===== config.mk =====
export PLATFORM = sky130hd
export DESIGN_NAME = piano_key_debouncer_flat
export DESIGN_NICKNAME = d
export VERILOG_FILES = /design/src/rtl/piano_key_debouncer_if.sv /design/src/rtl/piano_key_debouncer.sv /design/src/flat_wrapper.sv
export SDC_FILE = /design/constraint.sdc
export NUM_CORES = 1
export LEC_CHECK = 0
export ABC_AREA = 1
export CORE_UTILIZATION = 40
export DETAILED_ROUTE_END_ITERATION = 10
export GPL_ROUTABILITY_DRIVEN = 1
export GPL_TIMING_DRIVEN = 0
export PLACE_DENSITY = 0.55
export SLEW_MARGIN = 40
export SYNTH_ARGS = -nofsm -noshare
export SYNTH_HDL_FRONTEND = slang
export SYNTH_SLANG_ARGS = --single-unit
export TNS_END_PERCENT = 5

===== constraint.sdc =====
create_clock -name clk -period 2.6 [get_ports clk]
set_input_delay 0.39 -clock clk [delete_from_list [all_inputs] [get_ports clk]]
set_output_delay 0.39 -clock clk [all_outputs]
set_load 0.005 [all_outputs]

===== src/rtl/piano_key_debouncer_if.sv =====
// Key-conditioning bus: raw active-low key contacts in, encoded debounced key state out.
// The master drives the raw contacts; the slave (the debouncer) drives the results.
interface piano_key_debouncer_if #(
    parameter int NUM_KEYS = 7
);
    logic [NUM_KEYS-1:0] keys_n;
    logic [3:0]          key_id;
    logic                key_pressed;
    logic                key_change_pulse;
    logic                multi_key;
    logic [NUM_KEYS-1:0] debounced_keys;

    modport master (
        output keys_n,
        input  key_id,
        input  key_pressed,
        input  key_change_pulse,
        input  multi_key,
        input  debounced_keys
    );

    modport slave (
        input  keys_n,
        output key_id,
        output key_pressed,
        output key_change_pulse,
        output multi_key,
        output debounced_keys
    );
endinterface


===== src/rtl/piano_key_debouncer.sv =====
// Per-key two-flop synchroniser and symmetric debounce counter.
// A registered lowest-index priority encoder sits behind them and raises a pulse on each new nonzero key_id.
module piano_key_debouncer #(
    parameter int NUM_KEYS        = 7,
    parameter int DEBOUNCE_CYCLES = 1000000
) (
    input  logic                    clk,
    input  logic                    rst_n,
    piano_key_debouncer_if.slave    bus
);
    localparam int                  CNT_W   = $clog2(DEBOUNCE_CYCLES);
    localparam logic [CNT_W-1:0]    CNT_MAX = CNT_W'(DEBOUNCE_CYCLES - 1);
    localparam logic [CNT_W-1:0]    CNT_ONE = CNT_W'(1'b1);

    logic [NUM_KEYS-1:0] meta_q;
    logic [NUM_KEYS-1:0] sync2_q;
    logic [NUM_KEYS-1:0] sync_s;
    logic [NUM_KEYS-1:0] deb_q;
    logic [NUM_KEYS-1:0] deb_d;
    logic [CNT_W-1:0]    cnt_q [NUM_KEYS];
    logic [CNT_W-1:0]    cnt_d [NUM_KEYS];

    logic [3:0]          key_id_d;
    logic [3:0]          pop_s;
    logic                multi_d;
    logic                pulse_d;

    logic [3:0]          key_id_q;
    logic                key_pressed_q;
    logic                pulse_q;
    logic                multi_q;
    logic [NUM_KEYS-1:0] deb_out_q;

    // Contacts are active-low; the second stage inverts to active-high "pressed".
    assign sync_s = ~sync2_q;

    // Debounce next state: any matching sample restarts the interval, reaching the end flips the key.
    always_comb begin
        deb_d = deb_q;
        for (int k = 0; k < NUM_KEYS; k++) begin
            cnt_d[k] = {CNT_W{1'b0}};
            if (sync_s[k] == deb_q[k]) begin
                cnt_d[k] = {CNT_W{1'b0}};
            end else if (cnt_q[k] == CNT_MAX) begin
                deb_d[k] = ~deb_q[k];
                cnt_d[k] = {CNT_W{1'b0}};
            end else begin
                cnt_d[k] = cnt_q[k] + CNT_ONE;
            end
        end
    end

    // Synchroniser chain, debounce counters and debounced state.
    always_ff @(posedge clk or negedge rst_n) begin
        if (!rst_n) begin
            meta_q  <= {NUM_KEYS{1'b1}};
            sync2_q <= {NUM_KEYS{1'b1}};
            deb_q   <= {NUM_KEYS{1'b0}};
            for (int k = 0; k < NUM_KEYS; k++) begin
                cnt_q[k] <= {CNT_W{1'b0}};
            end
        end else begin
            meta_q  <= bus.keys_n;
            sync2_q <= meta_q;
            deb_q   <= deb_d;
            for (int k = 0; k < NUM_KEYS; k++) begin
                cnt_q[k] <= cnt_d[k];
            end
        end
    end

    // Encoder: scan from the top down so the lowest pressed index wins; popcount for multi_key.
    always_comb begin
        key_id_d = 4'd0;
        pop_s    = 4'd0;
        for (int k = NUM_KEYS - 1; k >= 0; k--) begin
            key_id_d = deb_q[k] ? 4'(k + 1) : key_id_d;
            pop_s    = pop_s + {3'b000, deb_q[k]};
        end
        multi_d = (pop_s >= 4'd2);
        pulse_d = (key_id_d != 4'd0) && (key_id_d != key_id_q);
    end

    // Registered output stage.
    always_ff @(posedge clk or negedge rst_n) begin
        if (!rst_n) begin
            key_id_q      <= 4'd0;
            key_pressed_q <= 1'b0;
            pulse_q       <= 1'b0;
            multi_q       <= 1'b0;
            deb_out_q     <= {NUM_KEYS{1'b0}};
        end else begin
            key_id_q      <= key_id_d;
            key_pressed_q <= |deb_q;
            pulse_q       <= pulse_d;
            multi_q       <= multi_d;
            deb_out_q     <= deb_q;
        end
    end

    assign bus.key_id           = key_id_q;
    assign bus.key_pressed      = key_pressed_q;
    assign bus.key_change_pulse = pulse_q;
    assign bus.multi_key        = multi_q;
    assign bus.debounced_keys   = deb_out_q;
endmodule


===== src/flat_wrapper.sv =====
// flat-port wrapper written by rule: the top's interface ports become plain ports
module piano_key_debouncer_flat 
#(
    parameter int NUM_KEYS        = 7,
    parameter int DEBOUNCE_CYCLES = 1000000
)
  (clk, rst_n, bus_keys_n, bus_key_id, bus_key_pressed, bus_key_change_pulse, bus_multi_key, bus_debounced_keys);
  piano_key_debouncer_if #(.NUM_KEYS(NUM_KEYS)) bus_i ();
  input  logic clk;
  input  logic rst_n;
  input wire logic [$bits(bus_i.keys_n)-1:0] bus_keys_n;
  output wire logic [$bits(bus_i.key_id)-1:0] bus_key_id;
  output wire logic [$bits(bus_i.key_pressed)-1:0] bus_key_pressed;
  output wire logic [$bits(bus_i.key_change_pulse)-1:0] bus_key_change_pulse;
  output wire logic [$bits(bus_i.multi_key)-1:0] bus_multi_key;
  output wire logic [$bits(bus_i.debounced_keys)-1:0] bus_debounced_keys;
  assign bus_i.keys_n = bus_keys_n;
  assign bus_key_id = bus_i.key_id;
  assign bus_key_pressed = bus_i.key_pressed;
  assign bus_key_change_pulse = bus_i.key_change_pulse;
  assign bus_multi_key = bus_i.multi_key;
  assign bus_debounced_keys = bus_i.debounced_keys;
  piano_key_debouncer #(.NUM_KEYS(NUM_KEYS), .DEBOUNCE_CYCLES(DEBOUNCE_CYCLES)) u_core (.clk(clk), .rst_n(rst_n), .bus(bus_i));
endmodule

==> flow_metrics.env, run 1 <==
export IMPL_max_clock_path_buffers=2
export IMPL_ant_nets=0
export IMPL_setup_viol_count_final=1
export IMPL_insertion_delay_ps=420
export IMPL_path_max_fanout=3
export IMPL_ioPinCount=23
export IMPL_initial_core_util_pct=41.0
export IMPL_clock_skew_ps=7.31
export IMPL_status="complete, but fails checks"
export IMPL_tritoncts="done"
export IMPL_power_density_nw_per_um2=547
export IMPL_max_freq_ghz=0.362
export IMPL_gr_total_overflow=0
export IMPL_yosys_cell_count_top_type="nor2_1"
export IMPL_cts_root_buf="clkbuf_16"
export IMPL_post_route_drc_count=0
export IMPL_holdCritPathClass="reg -> reg"
export IMPL_yosys_area_share_simple_pct=34.4
export IMPL_antenna_found_initial=0
export IMPL_vias=6706
export IMPL_drtPass1Iterations=4
export IMPL_hold_viol=0
export IMPL_synthXorXnorAreaFrac_pct=7.41
export IMPL_synth_common_cells="273 x nor2_1, 223 x nand2_1, 160 x dfrtp_1"
export IMPL_drive_gt1_share_pct=12.4
export IMPL_drt_iter0_markers=289
export IMPL_fin_area_um2=10300
export IMPL_synthFlopType="dfrtp_1"
export IMPL_yosysTopAreaCell="dfrtp_1"
export IMPL_grt_pass1_wl_um=30900
export IMPL_place_area_um2=9610
export IMPL_syn_avg_cell_area_um2=8.19
export IMPL_synth_area_mux_share_pct=0
export IMPL_syn_inst=1097
export IMPL_dp_hpwl_um=12300
export IMPL_rsz0062_at_grt="true"
export IMPL_synth_top_family_by_area="simple AND/OR/NAND/NOR gates"
export IMPL_h_tree_depth=4
export IMPL_vdd_drop_max_uv=303
export IMPL_core_um2=21900
export IMPL_yosysUniqueCellTypes=35
export IMPL_startpoint_type="flip-flop"
export IMPL_setup_tns_ps=-164
export IMPL_num_fill_cells=2175
export IMPL_failed_checks="setup timing"
export IMPL_min_period_ps=2760
export IMPL_clock_sinks=174
export IMPL_chipWidth_um=152
export IMPL_synth_compound_area_share_pct=2.13
export IMPL_die_h_um=152
export IMPL_period_share_pct=106
export IMPL_totalWireLength_um=17200
export IMPL_routabilityCongestion=0.831
export IMPL_io_buffers=21
export IMPL_worstPathRequired_ps=2900
export IMPL_cts_buffers=17
export IMPL_via_per_inst=4.67
export IMPL_crit_arrival_ps=3070
export IMPL_synth_seq_area_share_pct=48.7
export IMPL_fin_ws_ps=-164
export IMPL_grt_pass1_vias=6660
export IMPL_ys_seq_elements=174
export IMPL_yosys_warnings=0
export IMPL_slew_viol_final=0
export IMPL_synth_edf_count=0
export IMPL_syn_nets=1122
export IMPL_synth_area_um2=8980
export IMPL_wl_per_cell_um=12.0
export IMPL_end_kind="flip-flop"
export IMPL_nets=1167
export IMPL_worstSetupPathType="reg -> reg"
export IMPL_grt_usage_pct=16.3
export IMPL_maxCapViolations=0
export IMPL_leakage_nw=4.50
export IMPL_synth_async_reset_ratio_pct=100
export IMPL_row_count=54
export IMPL_synth_area_leaders="dfrtp_1 45%, nor2_1 11%, nand2_1 9.3%"
export IMPL_grt_max_degree=67
export IMPL_syn2layout_area_growth_pct=14.4
export IMPL_dieArea_um2=23100
export IMPL_synth_fa_ha_area_share_pct=2.48
export IMPL_clk_pin_slew_ps=70
export IMPL_diodes=0
export IMPL_synth_top_area_share_pct=44.6
[metrics by stage]
stage                     instances  power [mW]  util (%)  setup slack [ps]  hold WS (ps)
after floorplan                1097        2.92         -             -98.7          94.4
after global placement         1398        3.01      43.6             -6300           346
after detailed placement       1400        3.03      43.9              -364           334
after CTS                      1435        5.74      46.8              -227           348
after global routing           1435        5.88      46.9              -234           336
final                          1435        5.62      46.9              -164           355
[critical path, cell delays in order (launching register included)]
cell and delay (ps):
dfrtp_2 430, inv_4 60, ha_4 260, inv_2 30, fa_1 450, fa_1 510
inv_2 50, ha_4 160, fa_2 410, a211o_1 290
[final timing paths]
kind | startpoint | endpoint | slack (ps) | depth (start not counted)
max | u_core.deb_q[5] | u_core.bus.multi_key | -160 | 9
min | u_core.meta_q[6] | u_core.sync2_q[6] | 360 | 0
max reg2reg | u_core.deb_q[5] | u_core.bus.multi_key | -160 | 9
min reg2reg | u_core.meta_q[6] | u_core.sync2_q[6] | 360 | 0
max in group asynchronous | rst_n | u_core.sync2_q[6] | 1430 | 3
min in group asynchronous | rst_n | u_core.cnt_q[134] | 460 | 2
[per-layer routing]
layer	vias to the layer above	wire length, um	GRT usage (%)
li1	3513	-	-
met5	-	0	0
met2	54	7790	25.8
met4	0	153	4.29
met3	8	352	3.82
met1	3131	8900	22.3
[area by class of cell]
| class | count | area, um2 | area share, % |
|---|---|---|---|
| buffer | 2 | 12.5 | 0.122 |
| clock buffer | 19 | 453 | 4.41 |
| clock inverter | 13 | 163 | 1.58 |
| inverter | 114 | 430 | 4.19 |
| multi-input combinational | 807 | 4200 | 40.8 |
| sequential | 174 | 4370 | 42.6 |
| tap | 280 | 350 | 3.41 |
| timing repair buffer | 26 | 295 | 2.87 |
[cell usage in the layout (no fill, tap or decap), types with 22 or more instances in the layout]
cell	synthesis	final
dfrtp_1	160	158
inv_1	101	97
nand2_1	223	223
nand2_2	22	22
nand3_1	51	51
nand4_1	22	22
nor2_1	273	273
nor3_1	27	27
xnor2_1	27	27
xor2_1	49	49
[flip-flops by register name (all words and copies together) (netlist names)]
name	cells
u_core.deb_q	7
u_core.bus.key_change_pulse	1
u_core.cnt_q	140
u_core.bus.multi_key	1
u_core.bus.debounced_keys	7
u_core.meta_q	7
u_core.bus.key_pressed	1
u_core.bus.key_id	3
u_core.sync2_q	7
[cells by family (layout without fill, tap and decap cells)]
group	Yosys count	in the layout
AO/OA/AOI/OAI	34	34
XOR/XNOR	76	76
adder cells (fa/ha/maj)	16	16
buffers and inverters	116	174
flip-flops	174	174
other	1	1
AND/OR/NAND/NOR	680	680
[repair_timing]
action                                 CTS  global route
resized for setup                        2             7
endpoints found under the hold margin   48             0
setup endpoints to repair                1             1
hold buffers                             1             0
buffers inserted                         2             0
[power by group]
part,switching [mW],total (mW),internal [mW]
Combinational,0.127,0.184,0.0569
Clock,1.09,2.65,1.57
Sequential,0.0304,2.78,2.75
(Power assumes the default switching activity.)
==> inputs of run 2 (changes only) <==
Settings changed: SETUP_SLACK_MARGIN from default to 0.02.
==> results of run 2 <==
Same layout as run 1: the final DEF is identical, and so are final timing and power.
